**src/rtl/dl_frame_reader_pkg.sv**
```systemverilog
// Shared downlink definitions: RAM geometry defaults and the frame reader FSM encoding.
package dl_frame_reader_pkg;

  localparam int unsigned DL_ADDR_W     = 7;
  localparam int unsigned DL_DATA_W     = 10;
  localparam int unsigned DL_BANK_DEPTH = 64;

  typedef enum logic [1:0] {
    ST_IDLE  = 2'd0,
    ST_READ  = 2'd1,
    ST_DRAIN = 2'd2
  } dl_state_e;

endpackage

```
**src/rtl/dl_skid_buf.sv**
```systemverilog
// Two-entry valid/ready buffer with registered outputs; occupancy exposed for upstream credit.
module dl_skid_buf #(
  parameter int unsigned W = 12
) (
  input  logic         clk,
  input  logic         rst_n,
  input  logic         in_valid,
  input  logic [W-1:0] in_data,
  output logic         out_valid,
  output logic [W-1:0] out_data,
  input  logic         out_ready,
  output logic [1:0]   occ_c
);

  logic         out_valid_q, out_valid_d;
  logic [W-1:0] out_data_q, out_data_d;
  logic         skid_valid_q, skid_valid_d;
  logic [W-1:0] skid_data_q, skid_data_d;
  logic         pop;

  // Output slot refills from the skid entry first so word order is preserved.
  always_comb begin
    out_valid_d  = out_valid_q;
    out_data_d   = out_data_q;
    skid_valid_d = skid_valid_q;
    skid_data_d  = skid_data_q;
    pop          = out_valid_q & out_ready;
    if (!out_valid_q || pop) begin
      if (skid_valid_q) begin
        out_valid_d  = 1'b1;
        out_data_d   = skid_data_q;
        skid_valid_d = in_valid;
        if (in_valid) skid_data_d = in_data;
      end else begin
        out_valid_d = in_valid;
        if (in_valid) out_data_d = in_data;
      end
    end else if (in_valid) begin
      skid_valid_d = 1'b1;
      skid_data_d  = in_data;
    end
  end

  always_ff @(posedge clk) begin
    if (!rst_n) begin
      out_valid_q  <= 1'b0;
      out_data_q   <= '0;
      skid_valid_q <= 1'b0;
      skid_data_q  <= '0;
    end else begin
      out_valid_q  <= out_valid_d;
      out_data_q   <= out_data_d;
      skid_valid_q <= skid_valid_d;
      skid_data_q  <= skid_data_d;
    end
  end

  assign out_valid = out_valid_q;
  assign out_data  = out_data_q;
  assign occ_c     = 2'(out_valid_q) + 2'(skid_valid_q);

endmodule

```
**src/rtl/dl_frame_reader.sv**
```systemverilog
// Downlink frame reader: fetches a notified frame from one RAM bank and streams it with sof/eof.
module dl_frame_reader
  import dl_frame_reader_pkg::*;
#(
  parameter int unsigned ADDR_W     = DL_ADDR_W,
  parameter int unsigned DATA_W     = DL_DATA_W,
  parameter int unsigned BANK_DEPTH = DL_BANK_DEPTH
) (
  input  logic              clk_out,
  input  logic              rst_n,
  input  logic              frame_rdy,
  input  logic              frame_bank,
  input  logic [ADDR_W-1:0] frame_len,
  output logic [ADDR_W-1:0] raddr,
  output logic              rden,
  input  logic [DATA_W-1:0] rdata,
  output logic [DATA_W-1:0] m_data,
  output logic              m_valid,
  input  logic              m_ready,
  output logic              m_sof,
  output logic              m_eof,
  output logic              busy,
  output logic              overrun
);

  localparam int unsigned BUF_W = DATA_W + 2;

  dl_state_e         state_q, state_d;
  logic              bank_q, bank_d;
  logic [ADDR_W-1:0] len_q, len_d;
  logic [ADDR_W-1:0] idx_q, idx_d;
  logic              pend_valid_q, pend_valid_d;
  logic              pend_bank_q, pend_bank_d;
  logic [ADDR_W-1:0] pend_len_q, pend_len_d;
  logic              inflight_q, inflight_d;
  logic              inflight_sof_q, inflight_sof_d;
  logic              inflight_eof_q, inflight_eof_d;
  logic              busy_q, busy_d;
  logic              overrun_q, overrun_d;

  logic              accept;
  logic [ADDR_W-1:0] len_in;
  logic              last;
  logic              pop;
  logic              credit_ok;
  logic              pend_take;
  logic              rd_issue;
  logic [1:0]        occ_c;
  logic [BUF_W-1:0]  sb_out;

  // A read may issue only if its data is guaranteed a buffer slot when it lands.
  always_comb begin
    accept    = frame_rdy && (frame_len != '0);
    len_in    = (frame_len > ADDR_W'(BANK_DEPTH)) ? ADDR_W'(BANK_DEPTH) : frame_len;
    last      = (idx_q == len_q - ADDR_W'(1));
    pop       = m_valid & m_ready;
    credit_ok = (3'(occ_c) + 3'(inflight_q)) <= (3'd1 + 3'(pop));
  end

  always_comb begin
    state_d        = state_q;
    bank_d         = bank_q;
    len_d          = len_q;
    idx_d          = idx_q;
    pend_valid_d   = pend_valid_q;
    pend_bank_d    = pend_bank_q;
    pend_len_d     = pend_len_q;
    pend_take      = 1'b0;
    rd_issue       = 1'b0;
    overrun_d      = 1'b0;

    case (state_q)
      ST_IDLE: begin
        if (pend_valid_q) begin
          state_d   = ST_READ;
          bank_d    = pend_bank_q;
          len_d     = pend_len_q;
          idx_d     = '0;
          pend_take = 1'b1;
        end else if (accept) begin
          state_d = ST_READ;
          bank_d  = frame_bank;
          len_d   = len_in;
          idx_d   = '0;
        end
      end
      ST_READ: begin
        if (credit_ok) begin
          rd_issue = 1'b1;
          idx_d    = idx_q + ADDR_W'(1);
          if (last) state_d = ST_DRAIN;
        end
      end
      ST_DRAIN: begin
        if (pop && m_eof && !inflight_q) begin
          if (pend_valid_q) begin
            state_d   = ST_READ;
            bank_d    = pend_bank_q;
            len_d     = pend_len_q;
            idx_d     = '0;
            pend_take = 1'b1;
          end else begin
            state_d = ST_IDLE;
          end
        end
      end
      default: state_d = ST_IDLE;
    endcase

    if (pend_take) pend_valid_d = 1'b0;

    // Anything not started straight from an empty IDLE competes for the single pending slot.
    if (accept && !(state_q == ST_IDLE && !pend_valid_q)) begin
      if (!pend_valid_q || pend_take) begin
        pend_valid_d = 1'b1;
        pend_bank_d  = frame_bank;
        pend_len_d   = len_in;
      end else begin
        overrun_d = 1'b1;
      end
    end

    inflight_d     = rd_issue;
    inflight_sof_d = rd_issue && (idx_q == '0);
    inflight_eof_d = rd_issue && last;
    busy_d         = (state_d != ST_IDLE) || pend_valid_d;
  end

  always_ff @(posedge clk_out) begin
    if (!rst_n) begin
      state_q        <= ST_IDLE;
      bank_q         <= 1'b0;
      len_q          <= '0;
      idx_q          <= '0;
      pend_valid_q   <= 1'b0;
      pend_bank_q    <= 1'b0;
      pend_len_q     <= '0;
      inflight_q     <= 1'b0;
      inflight_sof_q <= 1'b0;
      inflight_eof_q <= 1'b0;
      busy_q         <= 1'b0;
      overrun_q      <= 1'b0;
    end else begin
      state_q        <= state_d;
      bank_q         <= bank_d;
      len_q          <= len_d;
      idx_q          <= idx_d;
      pend_valid_q   <= pend_valid_d;
      pend_bank_q    <= pend_bank_d;
      pend_len_q     <= pend_len_d;
      inflight_q     <= inflight_d;
      inflight_sof_q <= inflight_sof_d;
      inflight_eof_q <= inflight_eof_d;
      busy_q         <= busy_d;
      overrun_q      <= overrun_d;
    end
  end

  dl_skid_buf #(
    .W (BUF_W)
  ) u_skid (
    .clk       (clk_out),
    .rst_n     (rst_n),
    .in_valid  (inflight_q),
    .in_data   ({inflight_sof_q, inflight_eof_q, rdata}),
    .out_valid (m_valid),
    .out_data  (sb_out),
    .out_ready (m_ready),
    .occ_c     (occ_c)
  );

  // Read strobe depends on this cycle's pop, so it cannot be registered without losing throughput.
  assign rden    = rd_issue;
  assign raddr   = {bank_q, idx_q[ADDR_W-2:0]};
  assign m_sof   = sb_out[BUF_W-1];
  assign m_eof   = sb_out[BUF_W-2];
  assign m_data  = sb_out[DATA_W-1:0];
  assign busy    = busy_q;
  assign overrun = overrun_q;

endmodule

```
**config.mk**
```make
export PLATFORM = sky130hd
export DESIGN_NAME = dl_frame_reader
export DESIGN_NICKNAME = d
export VERILOG_FILES = /design/src/rtl/dl_frame_reader_pkg.sv /design/src/rtl/dl_skid_buf.sv /design/src/rtl/dl_frame_reader.sv
export SDC_FILE = /design/constraint.sdc
export NUM_CORES = 1
export LEC_CHECK = 0
export ABC_AREA = 0
export CORE_UTILIZATION = 54
export CTS_CLUSTER_SIZE = 24
export DETAILED_ROUTE_END_ITERATION = 10
export PLACE_DENSITY_LB_ADDON = 0.1
export REMOVE_ABC_BUFFERS = 1
export SYNTH_ARGS = -nofsm -noshare
export SYNTH_HDL_FRONTEND = slang
export SYNTH_HIERARCHICAL = 1
export SYNTH_SLANG_ARGS = --single-unit
```
**constraint.sdc**
```tcl
create_clock -name clk_out -period 3.8 [get_ports clk_out]
set_clock_uncertainty 0.05 [all_clocks]
set_input_delay 0.57 -clock clk_out [delete_from_list [all_inputs] [get_ports clk_out]]
set_output_delay 0.57 -clock clk_out [all_outputs]
set_load 0.005 [all_outputs]
```
## Word level (Yosys, flattened, before mapping)

Cells that the tools add are included.

| word-level totals | value |
|---|---|
| register bits after elaboration | 57 |
| word-level logic and storage cells | 101 |
| input bits | 22 |
| output and inout bits | 23 |

| operators by class | value |
|---|---|
| muxes and demuxes | 42 |
| add/subtract/negate cells | 5 |
| equality and inequality tests | 8 |
| $lt $le $gt $ge | 2 |
| reduce and logical (&&, ||, !) cells | 27 |
| bitwise operators | 1 |

Operators with widths:

| cell | count |
|---|---|
| 7-bit 2-to-1 mux | 10 |
| 12-bit 2-to-1 mux | 5 |
| 7-bit one-hot mux with 3 select lines | 1 |
| 1-bit 2-to-1 mux | 17 |
| 7-bit one-hot mux with 2 select lines | 1 |
| 2-bit 2-to-1 mux | 5 |
| 2-bit nonzero test | 4 |
| 7-bit by 1-bit adder with 7-bit output (second input constant) | 1 |
| 7-bit == test | 1 |
| 7-bit > comparator (second input constant) | 1 |
| 1-bit logical AND | 7 |
| 7-bit zero test | 1 |
| 7-bit nonzero test | 1 |
| 7-bit by 1-bit subtractor with 7-bit output (second input constant) | 1 |
| 2-bit != test (second input constant) | 3 |
| 2-bit one-hot mux with 3 select lines | 1 |
| 2-bit AND reduction | 3 |
| 5-bit AND reduction | 1 |
| 1-bit zero test | 4 |
| 1-bit one-hot mux with 2 select lines | 2 |
| 4-bit AND reduction | 1 |
| 2-bit by 1-bit adder with 3-bit output | 1 |
| 3-bit by 2-bit less-or-equal comparator with 1-bit output | 1 |
| 1-bit logical OR | 3 |
| 9 further kinds | 9 |

## Longest topological paths before layout

| depth | value |
|---|---|
| depth in word-level cells | 9 |
| mapped depth | 10 |
| depth with buffers taken out | 10 |

## Modules after synthesis

Netlist, hierarchy kept.

Modules (own cells, without submodules):

| module | area an instance (um^2) | cells each | instances | sequential area each (um^2) |
|---|---|---|---|---|
| dl_frame_reader | 1788.0 | 198 | 1 | 620.6 |
| dl_skid_buf | 1182.4 | 119 | 1 | 520.5 |

## Least setup slack after synthesis

No wires, ideal clock.

| path | value |
|---|---|
| kind | reg2reg |
| start | register u_skid.out_valid_q (netlist: u_skid/out_valid) |
| end | register idx_q[5] |
| setup slack | 0.835 ns |
| data arrival time | 2.797 ns |
| data required time | 3.632 ns |
| path buffers | 0 |
| period minus slack after synthesis | 2.965 ns |
| stages on the path, launching flop included | 11 |
| setup time | 0.118 ns |
| path through | dfxtp_1 -> ha_1 -> ha_1 -> inv_1 -> fa_1 -> or3b_1 -> a21oi_2 -> nand2_1 -> or4_1 -> xnor2_1 -> nor2_1 |

| on the way | value |
|---|---|
| cells in the longest elaborated chain, start to end | 5 |
| elaborated cells on any way between the ends | 10 |
| classes of those cells | add/sub (3); order compare (1); eq/ne (2); bitwise (1); reduce/logical (3) |

RTL lines:

| item | RTL line | RTL |
|---|---|---|
| from (decl) | dl_skid_buf.sv:15 | `logic out_valid_q, out_valid_d;` |
| from (signal assigned) | dl_skid_buf.sv:51 | `out_valid_q <= out_valid_d;` |
| 1-bit by 1-bit adder with 2-bit output | dl_skid_buf.sv:60 | `assign occ_c = 2'(out_valid_q) + 2'(skid_valid_q);` |
| named net occ_c[0] | dl_frame_reader.sv:48 | `logic [1:0] occ_c;` |
| 2-bit by 1-bit adder with 3-bit output | dl_frame_reader.sv:57 | `credit_ok = (3'(occ_c) + 3'(inflight_q)) <= (3'd1 + 3'(pop));` |
| 3-bit by 2-bit less-or-equal comparator with 1-bit output | dl_frame_reader.sv:57 |  |
| 2-bit != test (no line) | - |  |
| 5-bit AND reduction (no line) | - |  |
| to (signal assigned) | dl_frame_reader.sv:147 | `idx_q <= idx_d;` |
| to (decl) | dl_frame_reader.sv:31 | `logic [ADDR_W-1:0] idx_q, idx_d;` |

The timed path passes the listed nets, and every way through them passes these cells.
A chain may end at the register's enable or synchronous reset.

## Worst setup path in the final report

| path | value |
|---|---|
| start | input m_ready |
| end | output rden |

| on the way | value |
|---|---|
| cells in the longest elaborated chain, start to end | 5 |

RTL lines:

| item | RTL line | RTL |
|---|---|---|
| from (decl) | dl_frame_reader.sv:19 | `input logic m_ready,` |
| 1-bit AND | dl_frame_reader.sv:56 | `pop = m_valid & m_ready;` |
| 1-bit by 1-bit adder with 2-bit output | dl_frame_reader.sv:57 |  |
| 3-bit by 2-bit less-or-equal comparator with 1-bit output | dl_frame_reader.sv:57 |  |
| 1-bit 2-to-1 mux | dl_frame_reader.sv:88 | `if (credit_ok) begin` |
| 1-bit 2-to-1 mux | dl_frame_reader.sv:72 | `case (state_q)` |
| to (decl) | dl_frame_reader.sv:15 | `output logic rden,` |

No other way between the ends.

==> out/summary.txt <==
F_max = 286 MHz
Number of global-route vias before repair = 2228
CP Data Required Time = 3.18 ns
First-pass GRT wire length = 9870 um
Final Cycle Share = 0.920
Total track usage = 0.212
Post-CTS Hold Fix Bufs = 0
Post-detailed-route count of antenna-violating nets = 0
Period minus WS final = 3.49 ns
Synth area leaders = dfxtp_1, mux2i_1, o211a_1
Setup TNS = 0 ns
Maximum fanout along the worst path = 4
Final hold slack = 0.410 ns
Leakage = 1.66 nW
Via density = 5.46
Actual slew at the worst max-slew pin = 0.865 ns
Post-Layout Inst Area = 0.00355 mm^2
Max-cap viol count = 0
Drt drc = 0
Die width = 76.2 um
PD cells = 405 mW/mm^2
Crit path DAT = 2.87 ns
Num CTS Buffers = 9
Worst-path clk slew = 0.06 ns
Largest family of logic cells by synthesized area = simple AND/OR/NAND/NOR gates
Flip-flop and latch area = 0.00114 mm^2
Worst vdd ir = 0.313 mV
Initial Utilization = 0.571
Diode count = 0
Status = complete, no violations
Leading area contributor after synthesis = dfxtp_1
Adder-cell area share of the yosys netlist = 0.0362
Final Util = 0.682
1st-iter DRT viols = 75
R2R depth = 11
Crit path capture = rden
Core Box Area = 0.00520 mm^2
DR WL/cell = 13.2 um
Max clock buf depth = 2
RePlAce Congestion = 0.771
Final nets = 381
Post-synth ARST share = 0
Total gr overflow = 0
Post-synthesis sequential element count = 57
Layout cells sized above 1 = 0.0730
First drt pass iteration count = 5
Area post-placement = 0.00336 mm^2
Clk Tree Root Cell = clkbuf_8
CP Class = in2out
Ys Warns = 6
Std cell rows = 26
Worst skew pair latency = 0.32 ns
Worst Path Buf+Inv = 3
CP Capture Type = output pin
HPWL Detailed = 3960 um
Via count = 2324
Synth cell types = 51
Die Y = 76.2 um
Port bufs = 44
Mean Syn Cell Area = 9.37 um^2
DRT Wirelength = 5640 um
Final-report hold violation count = 0
Number of synthesized flops with an enable pin = 0
H-tree lvl count = 3
Slowest cell on crit path = clkdlybuf4s50_1
Main synth FF type = dfxtp_1
CP Launch Type = input port
Xor/xnor share of the synthesized area = 0.0354
Post-Synth Simple-Gate Area = 0.187
Slew Limit Fails = 0
CTS tree = built
Final setup viols = 0
Crit-path max cell delay = 0.53 ns
Sequential share of the synthesized area = 0.384
Clock Sinks = 57
Worst Setup SP = m_ready
Multi-input gate area = 0.00162 mm^2
RSZ-0062 raised after global routing = no
Area fraction in compound gates after synthesis = 0.150
HP Class = reg2reg
Initial antenna violation count = 0
Die ar. = 0.00580 mm^2
Reg2Reg Launch Point = u_skid/out_valid
Post-Syn Area = 0.00297 mm^2
Slew headroom = 0.421
Cell family with most CP delay = buffers and inverters
Area Overhead vs Synth = 19.5%
Total power = 1.44 mW
Yosys top cell area share = 0.384
Mapped Cells = 317
Crit-path cells = clkdlybuf4s50_1 > nand2_1 > inv_1 > fa_1 > or3b_1 > a21oi_2 > clkdlybuf4s50_1
CP dominant cell by count = clkdlybuf4s50_1
Fill count = 413
Post-CTS setup buffer count = 0
Flop-to-flop setup slack = 0.65 ns
Pin count of the biggest net entering global routing = 40
Worst reg2reg endpoint = idx_q[5]
CP Depth = 7
# resized after CTS = 0
I/O pin count = 45
Mux cell area share after synthesis = 0.138
[state kept, by name, indices dropped and copies added, names as in the netlist]
register	flops
u_skid/out_data	12
u_skid/skid_data_q	12
idx_q	7
len_q	7
pend_len_q	7
state_q	2
bank_q	1
busy	1
inflight_eof_q	1
inflight_q	1
inflight_sof_q	1
overrun	1
pend_bank_q	1
pend_valid_q	1
u_skid/out_valid	1
u_skid/skid_valid_q	1
[cells in the mapped netlist, drive strengths merged, types with 2 or more instances]
cell / count
dfxtp: 57
mux2i: 41
nor4: 2
ha: 7
nor2b: 17
and2: 3
nor3: 6
o211a: 20
nor2: 15
xor2: 6
a21boi: 5
o31ai: 2
o21a: 3
inv: 12
nand3: 13
a21oi: 5
xnor2: 6
nand4: 3
buf: 18
nand2: 39
clkbuf: 6
a21o: 3
nand2b: 4
o21ai: 6
[area by class of cell]
class / count / share of cell area
repair buffers: 47 / 0.129
clock inverters: 2 / 0.00282
flip-flops and latches: 57 / 0.322
clock buffers: 14 / 0.0515
well taps: 70 / 0.0247
multi-input cells: 224 / 0.458
inverters: 12 / 0.0127
[how the worst min path moves through the flow]
stage / from / end / slack [ns] / cells past startpoint
after floorplan: inflight_eof_q / u_skid/skid_data_q[10] / 0.38 / 2
after global placement: inflight_sof_q / u_skid/skid_data_q[11] / 0.39 / 2
after detailed placement: u_skid/skid_data_q[5] / u_skid/skid_data_q[5] / 0.40 / 2
after CTS: u_skid/skid_data_q[2] / u_skid/skid_data_q[2] / 0.41 / 2
after global routing: inflight_sof_q / u_skid/skid_data_q[11] / 0.44 / 2
final: u_skid/skid_data_q[5] / u_skid/skid_data_q[5] / 0.41 / 2
[logic make-up after synthesis]
kind of cell	count (synthesis)
mux	41
buf+inv	36
simple gates	110
flops	57
compound gates	53
xor+xnor	12
fa+ha+maj	8
[worst min-delay path: cells and delay by family (launching register included)]
| kind | cells | cell delay, ns |
|---|---|---|
| flip-flops | 1 | 0.31 |
| AND/OR/NAND/NOR | 1 | 0.05 |
| multiplexers | 1 | 0.05 |
[through the flow]
stage | setup slack [ns] | instances
5_1_grt | 0.175 | 426
3_5_place_dp | 0.305 | 410
6_report | 0.305 | 426
4_1_cts | 0.272 | 426
3_3_place_gp | 0.314 | 410
2_1_floorplan | 0.376 | 293
[cells in the final DEF (no fill, tap or decap), drive strengths merged, types with 2 or more instances in the layout]
master	count
nor3	6
nor4	2
and2	3
clkdlybuf4s50	43
nand4	3
xnor2	6
a21boi	5
dfxtp	57
nand2b	4
buf	4
nor2b	17
ha	7
inv	12
nor2	15
xor2	6
clkinv	2
mux2i	41
nand3	13
nand2	39
a21o	3
o211a	20
o21a	3
o21ai	6
o31ai	2
a21oi	5
clkbuf	14
[power breakdown]
| part | leakage, nW | switching (mW) | internal [mW] |
|---|---|---|---|
| combinational | 1.09 | 0.114 | 0.129 |
| clock | 0.102 | 0.230 | 0.306 |
| sequential | 0.465 | 0.0284 | 0.631 |
| total | 1.66 | 0.372 | 1.07 |
[per-layer routing]
metal | track usage | part of all wire | up-vias
met5 | 0 | 0 | -
met1 | 0.249 | 0.46 | 1099
li1 | - | - | 1174
met4 | 0.0750 | 0.0089 | 0
met2 | 0.373 | 0.49 | 47
met3 | 0.0539 | 0.038 | 4
Power figures use the tool's default switching activity.
